`src/rtl/video_pattern_gen.sv`:
```
// Parametrised video timing and test-pattern generator: fv/lv/hsync/vsync/de plus a
// channel-serialised pixel stream whose pattern and solid colour are latched per frame.
module video_pattern_gen #(
    parameter int H_ACTIVE      = 1920,
    parameter int H_TOTAL       = 2200,
    parameter int V_ACTIVE      = 1080,
    parameter int V_TOTAL       = 1125,
    parameter int H_FRONT_PORCH = 88,
    parameter int H_SYNCH       = 44,
    parameter int V_FRONT_PORCH = 4,
    parameter int V_SYNCH       = 5,
    parameter int DW            = 8,
    parameter int NCH           = 3,
    parameter int BAR_W         = 80,
    parameter int CHECK_LOG2    = 3,
    parameter bit HS_POL        = 1'b1,
    parameter bit VS_POL        = 1'b1
) (
    input  logic              pixclk,
    input  logic              rstn,
    input  logic [2:0]        mode,
    input  logic [3*DW-1:0]   solid_rgb,
    output logic              fv,
    output logic              lv,
    output logic              hsync,
    output logic              vsync,
    output logic              de,
    output logic [DW-1:0]     data,
    output logic              sof,
    output logic [7:0]        frame_cnt
);
    localparam int HW      = $clog2(H_TOTAL);
    localparam int VW      = $clog2(V_TOTAL);
    localparam int CW      = (NCH > 1) ? $clog2(NCH) : 1;
    localparam int XW      = $clog2(H_ACTIVE + 1);
    localparam int BW      = (BAR_W > 1) ? $clog2(BAR_W) : 1;
    localparam int WW      = (DW > 1) ? $clog2(DW) : 1;
    localparam int V_START = V_TOTAL - V_ACTIVE;
    localparam int BAND1   = V_ACTIVE / 3;
    localparam int BAND2   = 2 * V_ACTIVE / 3;
    localparam bit DW_POW2 = (DW & (DW - 1)) == 0;
    localparam logic [DW-1:0] ONE = DW'(1);

    typedef enum logic [2:0] {
        MODE_BARS  = 3'd0,
        MODE_BANDS = 3'd1,
        MODE_SOLID = 3'd2,
        MODE_WALK  = 3'd3,
        MODE_CHECK = 3'd4,
        MODE_RAMP  = 3'd5
    } mode_e;

    // {R,G,B} on/off masks: white, yellow, cyan, green, magenta, red, blue, black
    localparam logic [2:0] BAR_MASK [8] = '{3'b111, 3'b110, 3'b011, 3'b010,
                                            3'b101, 3'b100, 3'b001, 3'b000};

    function automatic logic [3*DW-1:0] expand(input logic [2:0] m);
        return {{DW{m[2]}}, {DW{m[1]}}, {DW{m[0]}}};
    endfunction

    function automatic logic [DW-1:0] chan(input logic [3*DW-1:0] rgb, input logic [CW-1:0] c);
        if (int'(c) == 0)      return rgb[3*DW-1:2*DW];
        else if (int'(c) == 1) return rgb[2*DW-1:DW];
        else                   return rgb[DW-1:0];
    endfunction

    logic [HW-1:0]   h_cnt_q, h_cnt_d;
    logic [VW-1:0]   v_cnt_q, v_cnt_d;
    logic [CW-1:0]   ch_q, ch_d;
    logic [XW-1:0]   x_q, x_d;
    logic [2:0]      bar_q, bar_d;
    logic [BW-1:0]   bar_pix_q, bar_pix_d;
    logic [WW-1:0]   wk_q, wk_d;
    logic [2:0]      mode_q, mode_d;
    logic [3*DW-1:0] solid_q, solid_d;
    logic            first_q, first_d;
    logic            fv_q, fv_d, lv_q, lv_d, hsync_q, hsync_d, vsync_q, vsync_d;
    logic            de_q, de_d, sof_q, sof_d;
    logic [DW-1:0]   data_q, data_d;
    logic [7:0]      frame_cnt_q, frame_cnt_d;

    int              h, v, x, y;
    logic            frame_line, active, frame_start, pix_last;
    logic [2:0]      band_mask;
    logic [WW-1:0]   walk_idx;
    logic [DW-1:0]   pix;

    // NOTE: combinational next-state logic uses blocking assignments with every
    // variable defaulted first, so no path can leave a latch behind.
    always_comb begin
        h_cnt_d     = h_cnt_q;
        v_cnt_d     = v_cnt_q;
        ch_d        = ch_q;
        x_d         = x_q;
        bar_d       = bar_q;
        bar_pix_d   = bar_pix_q;
        wk_d        = wk_q;
        mode_d      = mode_q;
        solid_d     = solid_q;
        first_d     = first_q;
        frame_cnt_d = frame_cnt_q;

        h           = int'(h_cnt_q);
        v           = int'(v_cnt_q);
        x           = int'(x_q);
        y           = v - V_START;
        frame_line  = v >= V_START;
        active      = frame_line && (h < H_ACTIVE);
        frame_start = (h == 0) && (v == 0);
        pix_last    = ch_q == CW'(NCH - 1);

        if (h == H_TOTAL - 1) begin
            h_cnt_d = '0;
            v_cnt_d = (v == V_TOTAL - 1) ? '0 : v_cnt_q + 1'b1;
        end else begin
            h_cnt_d = h_cnt_q + 1'b1;
        end

        if (!active) begin
            ch_d      = '0;
            x_d       = '0;
            bar_d     = '0;
            bar_pix_d = '0;
            wk_d      = '0;
        end else if (pix_last) begin
            ch_d = '0;
            x_d  = x_q + 1'b1;
            if (bar_pix_q == BW'(BAR_W - 1)) begin
                bar_pix_d = '0;
                if (bar_q != 3'd7) bar_d = bar_q + 1'b1;
            end else begin
                bar_pix_d = bar_pix_q + 1'b1;
            end
            if (!DW_POW2) wk_d = (wk_q == WW'(DW - 1)) ? '0 : wk_q + 1'b1;
        end else begin
            ch_d = ch_q + 1'b1;
        end

        if (frame_start) begin
            mode_d      = mode;
            solid_d     = solid_rgb;
            first_d     = 1'b0;
            frame_cnt_d = first_q ? frame_cnt_q : frame_cnt_q + 1'b1;
        end

        band_mask = (y < BAND1) ? 3'b001 : (y < BAND2) ? 3'b010 : 3'b100;
        walk_idx  = DW_POW2 ? WW'(x % DW) : wk_q;
        case (mode_q)
            MODE_BARS:  pix = chan(expand(BAR_MASK[bar_q]), ch_q);
            MODE_BANDS: pix = chan(expand(band_mask), ch_q);
            MODE_SOLID: pix = chan(solid_q, ch_q);
            MODE_WALK:  pix = ONE << walk_idx;
            MODE_CHECK: pix = (((x >> CHECK_LOG2) ^ (y >> CHECK_LOG2)) & 1) != 0 ? '1 : '0;
            MODE_RAMP:  pix = DW'(x + int'(frame_cnt_q));
            default:    pix = '0;
        endcase

        fv_d    = frame_line;
        lv_d    = active;
        de_d    = active && (ch_q == '0);
        data_d  = active ? pix : '0;
        sof_d   = frame_start;
        hsync_d = (frame_line && h >= H_FRONT_PORCH && h < H_FRONT_PORCH + H_SYNCH)
                  ? HS_POL : ~HS_POL;
        vsync_d = (v >= V_FRONT_PORCH && v < V_FRONT_PORCH + V_SYNCH) ? VS_POL : ~VS_POL;
    end

    always_ff @(posedge pixclk or negedge rstn) begin
        if (!rstn) begin
            h_cnt_q     <= '0;
            v_cnt_q     <= '0;
            ch_q        <= '0;
            x_q         <= '0;
            bar_q       <= '0;
            bar_pix_q   <= '0;
            wk_q        <= '0;
            mode_q      <= '0;
            solid_q     <= '0;
            first_q     <= 1'b1;
            fv_q        <= 1'b0;
            lv_q        <= 1'b0;
            hsync_q     <= ~HS_POL;
            vsync_q     <= ~VS_POL;
            de_q        <= 1'b0;
            data_q      <= '0;
            sof_q       <= 1'b0;
            frame_cnt_q <= '0;
        end else begin
            h_cnt_q     <= h_cnt_d;
            v_cnt_q     <= v_cnt_d;
            ch_q        <= ch_d;
            x_q         <= x_d;
            bar_q       <= bar_d;
            bar_pix_q   <= bar_pix_d;
            wk_q        <= wk_d;
            mode_q      <= mode_d;
            solid_q     <= solid_d;
            first_q     <= first_d;
            fv_q        <= fv_d;
            lv_q        <= lv_d;
            hsync_q     <= hsync_d;
            vsync_q     <= vsync_d;
            de_q        <= de_d;
            data_q      <= data_d;
            sof_q       <= sof_d;
            frame_cnt_q <= frame_cnt_d;
        end
    end

    assign fv        = fv_q;
    assign lv        = lv_q;
    assign hsync     = hsync_q;
    assign vsync     = vsync_q;
    assign de        = de_q;
    assign data      = data_q;
    assign sof       = sof_q;
    assign frame_cnt = frame_cnt_q;
endmodule

```
`config.mk`:
```
export PLATFORM = sky130hd
export DESIGN_NAME = video_pattern_gen
export DESIGN_NICKNAME = d
export VERILOG_FILES = /design/src/rtl/video_pattern_gen.sv
export SDC_FILE = /design/constraint.sdc
export NUM_CORES = 1
export LEC_CHECK = 0
export CAP_MARGIN = 0
export CORE_UTILIZATION = 40
export CTS_CLUSTER_DIAMETER = 100
export CTS_CLUSTER_SIZE = 25
export DETAILED_ROUTE_END_ITERATION = 10
export GPL_ROUTABILITY_DRIVEN = 0
export SLEW_MARGIN = 10
export SYNTH_ARGS = -nofsm -noshare
export SYNTH_HDL_FRONTEND = slang
export SYNTH_SLANG_ARGS = --single-unit
```
`constraint.sdc`:
```
create_clock -name pixclk -period 2.3 [get_ports pixclk]
set_input_delay 0.46 -clock pixclk [delete_from_list [all_inputs] [get_ports pixclk]]
set_output_delay 0.46 -clock pixclk [all_outputs]
set_load 0.005 [all_outputs]
```
== After elaboration in Yosys (flattened, before gate mapping) ==
Memories as Yosys holds them, arrays and structs flattened.
Cells that the tools add are included.

* Output and inout port bits: 22
* Input port bits: 29
* ROM bits: 24
* Bits in registers: 96
* Word-level logic and storage cells: 95
* Memories kept: 1

* Shift-type cells: 1
* $lt $le $gt $ge: 9
* Reduce and logical (&&, ||, !) cells: 13
* Equality and inequality tests: 14
* Bitwise logic cells: 3
* $add $sub $neg: 9
* Multiplexer cells: 28

{| class="wikitable"
|+ Memories
! memory !! words !! width !! rd ports !! clocked after memory_dff !! wr ports !! line !! RTL
|-
| (name not given) || 8 || 3 || 1 || 0 || 0 || 149 || <nowiki>MODE_BARS: pix = chan(expand(BAR_MASK[bar_q]), ch_q);</nowiki>
|}

{| class="wikitable"
|+ Operator list
! operator !! number
|-
| 8-bit 2-to-1 mux || 8
|-
| 8-bit case mux with 6 select lines || 1
|-
| 11-bit 2-to-1 mux || 3
|-
| 12-bit by 11-bit less-than comparator with 1-bit output, second input constant || 2
|-
| 3-bit 2-to-1 mux || 8
|-
| 11-bit by 1-bit adder with 11-bit output, second input constant || 2
|-
| 7-bit 2-to-1 mux || 3
|-
| 12-bit by 1-bit adder with 12-bit output, second input constant || 1
|-
| 12-bit == test, second input constant || 1
|-
| 12-bit by 7-bit >= comparator with 1-bit output, second input constant || 1
|-
| 12-bit zero test || 1
|-
| 12-bit by 10-bit less-than comparator with 1-bit output, second input constant || 1
|-
| 12-bit by 8-bit less-than comparator with 1-bit output, second input constant || 1
|-
| 12-bit 2-to-1 mux || 1
|-
| 11-bit by 6-bit subtractor with 12-bit output, second input constant || 1
|-
| 11-bit == test, second input constant || 1
|-
| 11-bit by 3-bit >= comparator with 1-bit output, second input constant || 1
|-
| 11-bit by 6-bit >= comparator with 1-bit output, second input constant || 1
|-
| 11-bit zero test || 1
|-
| 11-bit by 4-bit less-than comparator with 1-bit output, second input constant || 1
|-
| 8-bit by 1-bit adder with 8-bit output, second input constant || 1
|-
| 8-bit adder || 1
|-
| 1-bit by 3-bit << shifter with 8-bit output, first input constant || 1
|-
| 7-bit by 1-bit adder with 7-bit output, second input constant || 1
|-
| other kinds (20) || 33
|}

== Depth between registers and ports, before layout ==
Gate-level depths: netlist of run 1.

* Depth after elaboration: 8
* Mapped depth: 11
* Mapped depth without buffers: 9

== Worst setup path before layout of run 1 ==
OpenSTA, ideal clock, no wires.

* Path type: register to register
* Start: reg h_cnt_q[10]
* End: reg frame_cnt_q[1], in the netlist frame_cnt[1]
* Path buffers: 0
* Stages on the path, launching flop included: 6
* Slack: -0.180 ns
* Data arrival time: 2.356 ns
* Data required time: 2.175 ns
* Library setup time: 0.125 ns
* Period minus slack after synthesis: 2.480 ns
* Cell sequence: dfrtp_1 or3_1 or4_4 or4_4 nor2_1 mux2_2

* Longest elaborated chain between the ends: 3

{| class="wikitable"
|+ Ends and longest elaborated chain
! element !! line !! RTL
|-
| from (decl) || 67 || <nowiki>logic [HW-1:0] h_cnt_q, h_cnt_d;</nowiki>
|-
| from (signal assigned) || 189 || <nowiki>h_cnt_q <= h_cnt_d;</nowiki>
|-
| 12-bit zero test || 109 || <nowiki>frame_start = (h == 0) && (v == 0);</nowiki>
|-
| 1-bit logical AND || 109 ||
|-
| 2-bit AND reduction (no line) || -- ||
|-
| to (signal assigned) || 206 || <nowiki>frame_cnt_q <= frame_cnt_d;</nowiki>
|-
| to (decl) || 80 || <nowiki>logic [7:0] frame_cnt_q, frame_cnt_d;</nowiki>
|}

Every way passes these cells.
A chain may end at the register's enable or synchronous reset.

== Worst setup path after layout of run 1 ==
* Start: reg h_cnt_q[10]
* End: reg frame_cnt_q[7], in the netlist frame_cnt[7]

Same word-level chain as after synthesis.

==> results of run 1 <==
==> layout make-up <==
| type | count | area [µm²] | share of cell area, % |
|---|---|---|---|
| Tap cell | 172 | 215 | 3.05 |
| Sequential cell | 93 | 2330 | 33.0 |
| Clock buffer | 12 | 256 | 3.63 |
| Multi-Input combinational cell | 455 | 3030 | 42.9 |
| Inverter | 15 | 56.3 | 0.797 |
| Timing Repair Buffer | 131 | 1150 | 16.2 |
| Clock inverter | 4 | 30.0 | 0.425 |
==> cell usage in the layout (no fill, tap or decap), types with 8 or more instances in the layout <==
| master | synthesis | final |
|---|---|---|
| a21oi_1 | 30 | 18 |
| ha_1 | 23 | 19 |
| nand3_1 | 17 | 17 |
| o21ai_0 | 28 | 20 |
| nor2b_1 | 8 | 8 |
| xor2_1 | 18 | 18 |
| o21ai_1 | 0 | 8 |
| a21oi_2 | 0 | 11 |
| mux2i_1 | 13 | 13 |
| inv_1 | 14 | 12 |
| nor3_1 | 17 | 11 |
| clkbuf_16 | 0 | 9 |
| clkdlybuf4s50_1 | 0 | 49 |
| buf_4 | 0 | 76 |
| xnor2_1 | 20 | 19 |
| nand4_1 | 12 | 12 |
| nand2_1 | 127 | 126 |
| nor2_1 | 45 | 42 |
| dfrtp_1 | 92 | 90 |
==> layer usage <==
layer  GRT usage (%)  vias up  share of wire (%)
met4            8.78        0                1.8
li1                -     2283                  -
met5               0        -                  0
met2            31.6       94                 46
met1            28.2     2180                 48
met3            3.22       13                3.8
==> worst max-delay path by stage <==
stage / slack (ns) / endpoint / cells after the start
CTS: -0.20 / frame_cnt[7]$_DFFE_PN0P_ / 7
global placement: -0.20 / frame_cnt[7]$_DFFE_PN0P_ / 6
finish: -0.20 / frame_cnt[7]$_DFFE_PN0P_ / 6
floorplan: -0.17 / frame_cnt[7]$_DFFE_PN0P_ / 6
detailed placement: -0.23 / frame_cnt[7]$_DFFE_PN0P_ / 6
global route: -0.26 / frame_cnt[7]$_DFFE_PN0P_ / 6
==> critical path, cell delays in order (launching register included) <==
cell and delay, ns:
dfrtp_1 0.38, or3_4 0.39, or4_4 0.42, or4_4 0.61
or3_4 0.37, nor2_4 0.09, xor2_1 0.16
==> flip-flops by register name, summed over array words and instances (netlist names), 3 cells and up <==
| name | count |
|---|---|
| bar_q | 3 |
| bar_pix_q | 7 |
| frame_cnt | 8 |
| data | 8 |
| v_cnt_q | 11 |
| solid_q | 24 |
| x_q | 8 |
| h_cnt_q | 12 |
| mode_q | 3 |
==> timing repair <==
action | 4_1_cts | 5_1_grt
pin swaps | 11 | 19
setup endpoints to repair | 50 | 52
setup buffers | 7 | 8
hold buffers | 0 | 0
resized for setup | 14 | 53
==> power by group through the flow <==
stage	logic [mW]	clock network (mW)	registers, mW
after detailed placement	0.143	0	1.71
final	0.149	1.45	1.68
after global routing	0.169	1.54	1.68
after CTS	0.145	1.48	1.68
after global placement	0.140	0	1.71
after floorplan	0.0466	0	1.70
==> logic make-up after synthesis <==
kind of cell,Yosys count
AOI/OAI and AO/OA,103
adders and majority gates,24
muxes,16
and+or+nand+nor,274
buffers and inverters,41
DFF,93
xor gates and xnor gates,38
==> per-stage QoR <==
| stage | power [mW] | worst slack, ns | setup TNS, ns |
|---|---|---|---|
| 2_1_floorplan | 1.75 | -0.174 | -1.74 |
| 3_3_place_gp | 1.85 | -0.196 | -1.01 |
| 6_report | 3.27 | -0.199 | -2.94 |
| 3_5_place_dp | 1.85 | -0.228 | -2.21 |
| 5_1_grt | 3.39 | -0.262 | -5.09 |
| 4_1_cts | 3.30 | -0.196 | -1.49 |
==> results.yml, run 1 <==
status:
  status: "finished, violations left"
  violations: "setup timing"
cells_and_area:
  final_layout_size_suffix_gt1_share_pct: 22.3
  instances_no_fill: 882
  area_growth_pct: 34.3
  final_area_um2: 7060
  fillCellCount: 1191
  final_nets: 758
  num_antenna_cells: 0
  post-route-util_pct: 55.5
clock_tree:
  htreeDepth: 3
  cts-root-buf: "clkbuf_16"
  cts_max_path_buffers: 2
  cts_buffers: 9
  clkTransAtPathRegs_ns: 0.07
  cts.sinks: 93
  cts_tree: "done"
  clock_latency_ns: 0.35
sta:
  holdWs_ns: 0.141
  max_slew_margin_pct: 41.4
  worstMarginPinSlew_ns: 0.877
  skew_ns: 0.00660
  fin_crit_sh_pct: 109
  hold_viol: 0
  setup_viol: 38
  setup_ws_ns: -0.199
  fmax_mhz: 400
  post-route-min-period_ns: 2.50
  slew_viol_final: 0
  rsz0062_at_grt: "true"
die:
  io_pins: 51
  core_region_area_um2: 12700
  initial_core_util_pct: 41.3
  rows: 41
  die_h_um: 117
  dieArea_um2: 13600
  die_w_um: 117
yosys:
  ys_ff_latch: 93
  synth_top_family_by_area: "simple AND/OR/NAND/NOR gates"
  synth_most_common_cell: "nand2_1"
  synth-edff-count: 0
  synth-xor-area-share_pct: 6.33
  async_flop_share_pct: 100
  synth_adder_area_share_pct: 5.85
  synth-compound-area-share_pct: 12.5
  yosysWarningCount: 0
  synth_top_flop_cell: "dfrtp_1"
  synthMuxAreaShare_pct: 3.12
  yosys-top-cells-area: "dfrtp_1, nand2_1, ha_1"
  yosysUniqueCellTypes: 58
  synth_top_area_share_pct: 43.8
  syn_nets: 642
  synth_common_cells: "nand2_1, dfrtp_1, nor2_1, a21oi_1, o21ai_0"
  seq_area_frac_synth_pct: 44.3
  synth_simple_gate_area_share_pct: 24.9
  synth_cells: 589
  syn_area_um2: 5260
  yosys.area.top_type: "dfrtp_1"
  syn_area_per_cell_um2: 8.93
pwr:
  p_sw_share_pct: 22.7
  p_clk_share_pct: 44.2
  p_int_mw: 2.53
  power.density_nw_per_um2: 463
  ir_drop_mv: 0.361
  p_switching_uw: 744
  pwr-share-seq_pct: 51.2
  comb_power_share_pct: 4.5
  p_leak_nw: 3.09
grt:
  grt_pass1_wl_um: 20900
  overflow: 0
  grt_pass1_vias: 4304
  grt_max_degree: 94
  antenna_found_initial: 0
  grt_use_total_pct: 20.3
hold_path:
  hold_path_class: "input port to async pin"
flow_run:
  maxCapViolations: 0
detailed_routing:
  drtIter0Drc: 246
  via_per_inst: 5.18
  drc: 0
  vias: 4570
  routedWlPerCell_um: 14.8
  ant_nets: 0
  routed_wl_um: 13000
  drt_pass1_iterations: 5
worst_setup_path:
  path_class: "flip-flop to flip-flop"
  r2r-end: "frame_cnt[7]$_DFFE_PN0P_"
  worstPathRequired_ns: 2.58
  critPathArrivalTime_ns: 2.78
  crit_path_end_kind: "flip-flop"
  rrSetupSlack_ns: -0.20
  startpoint: "h_cnt_q[10]$_DFF_PN0_"
  critPathLaunchType: "flip-flop"
  r2r-start: "h_cnt_q[10]$_DFF_PN0_"
  crit_path_max_fanout: 4
  rr_worst_depth: 6
placement:
  dp.cells: 851
  portBuffers: 50
  placed_cell_area_um2: 6400
  dp_hpwl_um: 9400
No activity file was read; power rests on OpenSTA's default activity.
==> run 2: changes to the inputs <==
GPL_TIMING_DRIVEN = 0   (was default)
==> results.yml, run 2 (synthesis results as in run 1) <==
status:
  status: "finished, violations left"
  violations: "setup timing"
worst_setup_path:
  r2r-start: "v_cnt_q[7]$_DFFE_PN0N_"
  slowest_delay_ns: 0.61
  slowest_stage: "or4_4"
  rrSetupSlack_ns: -0.26
  critPathArrivalTime_ns: 2.83
  critPathMostFrequentCell: "or3_4"
  cp_top_family: "simple AND/OR/NAND/NOR gates"
  worst-path-stages: 7
  path_cells: "nor4_4 > nand2b_1 > or3_4 > or4_4 > or3_4 > nor2_4 > xor2_1"
  startpoint: "v_cnt_q[7]$_DFFE_PN0N_"
  critPathLaunchType: "flip-flop"
  rr_worst_depth: 7
  critPathBufInv: 0
  crit_path_end_kind: "flip-flop"
  worstPathRequired_ns: 2.57
  crit_path_max_fanout: 4
  r2r-end: "frame_cnt[7]$_DFFE_PN0P_"
  path_class: "flip-flop to flip-flop"
  crit_path_end: "frame_cnt[7]$_DFFE_PN0P_"
sta:
  fin_crit_sh_pct: 111
  slew_viol_final: 0
  worstMarginPinSlew_ns: 0.658
  post-route-min-period_ns: 2.56
  skew_ns: 0.00560
  rsz0062_at_grt: "true"
  hold_viol: 0
  setup_ws_ns: -0.258
  max_slew_margin_pct: 56.0
  setup_viol: 35
  fmax_mhz: 391
detailed_routing:
  via_per_inst: 5.29
  routed_wl_um: 13300
  routedWlPerCell_um: 15.4
  drc: 0
  drtIter0Drc: 208
  ant_nets: 0
  drt_pass1_iterations: 6
  vias: 4574
pwr:
  finalPower_mw: 3.42
  p_switching_uw: 747
  comb_power_share_pct: 4.7
  power.density_nw_per_um2: 486
  p_leak_nw: 3.02
  p_clk_share_pct: 46.3
  p_sw_share_pct: 21.8
  ir_drop_mv: 0.302
  p_int_mw: 2.67
  pwr-share-seq_pct: 49.0
grt:
  overflow: 0
  grt_use_total_pct: 20.7
  grt_pass1_vias: 4445
  antenna_found_initial: 0
  grt_pass1_wl_um: 21600
  grt_max_degree: 55
cells_and_area:
  area_growth_pct: 33.8
  final_layout_size_suffix_gt1_share_pct: 21.2
  instances_no_fill: 864
  multi_input_area_um2: 3130
  num_antenna_cells: 0
  ff_latch_area_um2: 2330
  top_register: "solid_q"
  fillCellCount: 1183
  final_common_cell: "nand2_1"
  final_area_um2: 7040
  post-route-util_pct: 55.3
  top_regs: "solid_q x24, h_cnt_q x12, v_cnt_q x11"
  final_nets: 740
  largest_reg_flops: 24
  final_cell_mix: "nand2_1, dfrtp_1, clkdlybuf4s50_1, nor2_1, buf_4"
clock_tree:
  cts.sinks: 93
  cts-root-buf: "clkbuf_16"
  clkTransAtPathRegs_ns: 0.07
  clock_latency_ns: 0.35
  cts_buffers: 9
  htreeDepth: 3
  cts_max_path_buffers: 2
  cts_tree: "done"
  hold_buffers: 0
die:
  core_region_area_um2: 12700
  dieArea_um2: 13600
  rows: 41
  die_h_um: 117
  io_pins: 51
  die_w_um: 117
  initial_core_util_pct: 41.3
placement:
  place_ws_ns: -0.717
  portBuffers: 50
  dp.cells: 812
  placed_cell_area_um2: 6020
  dp_hpwl_um: 9410
flow_run:
  maxCapViolations: 0
hold_path:
  hold_path_class: "input port to async pin"
-- run 2: cell type report --
type / instances / area share [%]
clock buffers: 12 / 3.79
well taps: 172 / 3.06
inverters: 15 / 0.836
multi-input cells: 455 / 44.4
plain buffers: 23 / 1.97
clock inverters: 4 / 0.765
repair buffers: 90 / 12.0
flip-flops and latches: 93 / 33.2
-- run 2: power by group through the flow --
stage | clock, mW | sequential [mW] | combinational (mW)
3_5_place_dp | 0 | 1.71 | 0.148
6_report | 1.58 | 1.68 | 0.162
3_3_place_gp | 0 | 1.70 | 0.139
5_1_grt | 1.69 | 1.68 | 0.181
2_1_floorplan | 0 | 1.70 | 0.0466
4_1_cts | 1.62 | 1.67 | 0.154
-- run 2: routing by layer --
layer / global-route usage [%] / routed length, µm / vias up
li1: - / - / 2247
met1: 28.8 / 6310 / 2177
met2: 32.2 / 6090 / 130
met3: 2.75 / 593 / 20
met4: 8.95 / 324 / 0
met5: 0 / 0 / -
-- run 2: repair_timing --
item,4_1_cts,5_1_grt
pin swaps,24,30
gates resized for setup,50,63
cloned,0,0
buffers inserted,23,19
endpoints found under the setup margin,80,71
-- run 2: worst min path at each step --
| stage | slack (ns) | endpoint | start | cells after the start |
|---|---|---|---|---|
| 2_1_floorplan | 0.16 | bar_pix_q[0]$_DFFE_PN0P_ | rstn | 0 |
| 3_3_place_gp | 0.45 | solid_q[18]$_DFFE_PN0P_ | solid_q[18]$_DFFE_PN0P_ | 2 |
| 3_5_place_dp | 0.45 | solid_q[18]$_DFFE_PN0P_ | solid_q[18]$_DFFE_PN0P_ | 2 |
| 4_1_cts | 0.10 | v_cnt_q[10]$_DFFE_PN0N_ | rstn | 1 |
| 5_1_grt | 0.13 | vsync$_DFF_PN0_ | rstn | 1 |
| 6_report | 0.09 | v_cnt_q[10]$_DFFE_PN0N_ | rstn | 1 |
-- run 2: stage by stage --
step,TNS [ns],hold WS (ns)
2_1_floorplan,-1.74,0.164
3_3_place_gp,-267.61,0.451
3_5_place_dp,-30.34,0.455
4_1_cts,-6.33,0.105
5_1_grt,-9.54,0.129
6_report,-5.37,0.0889
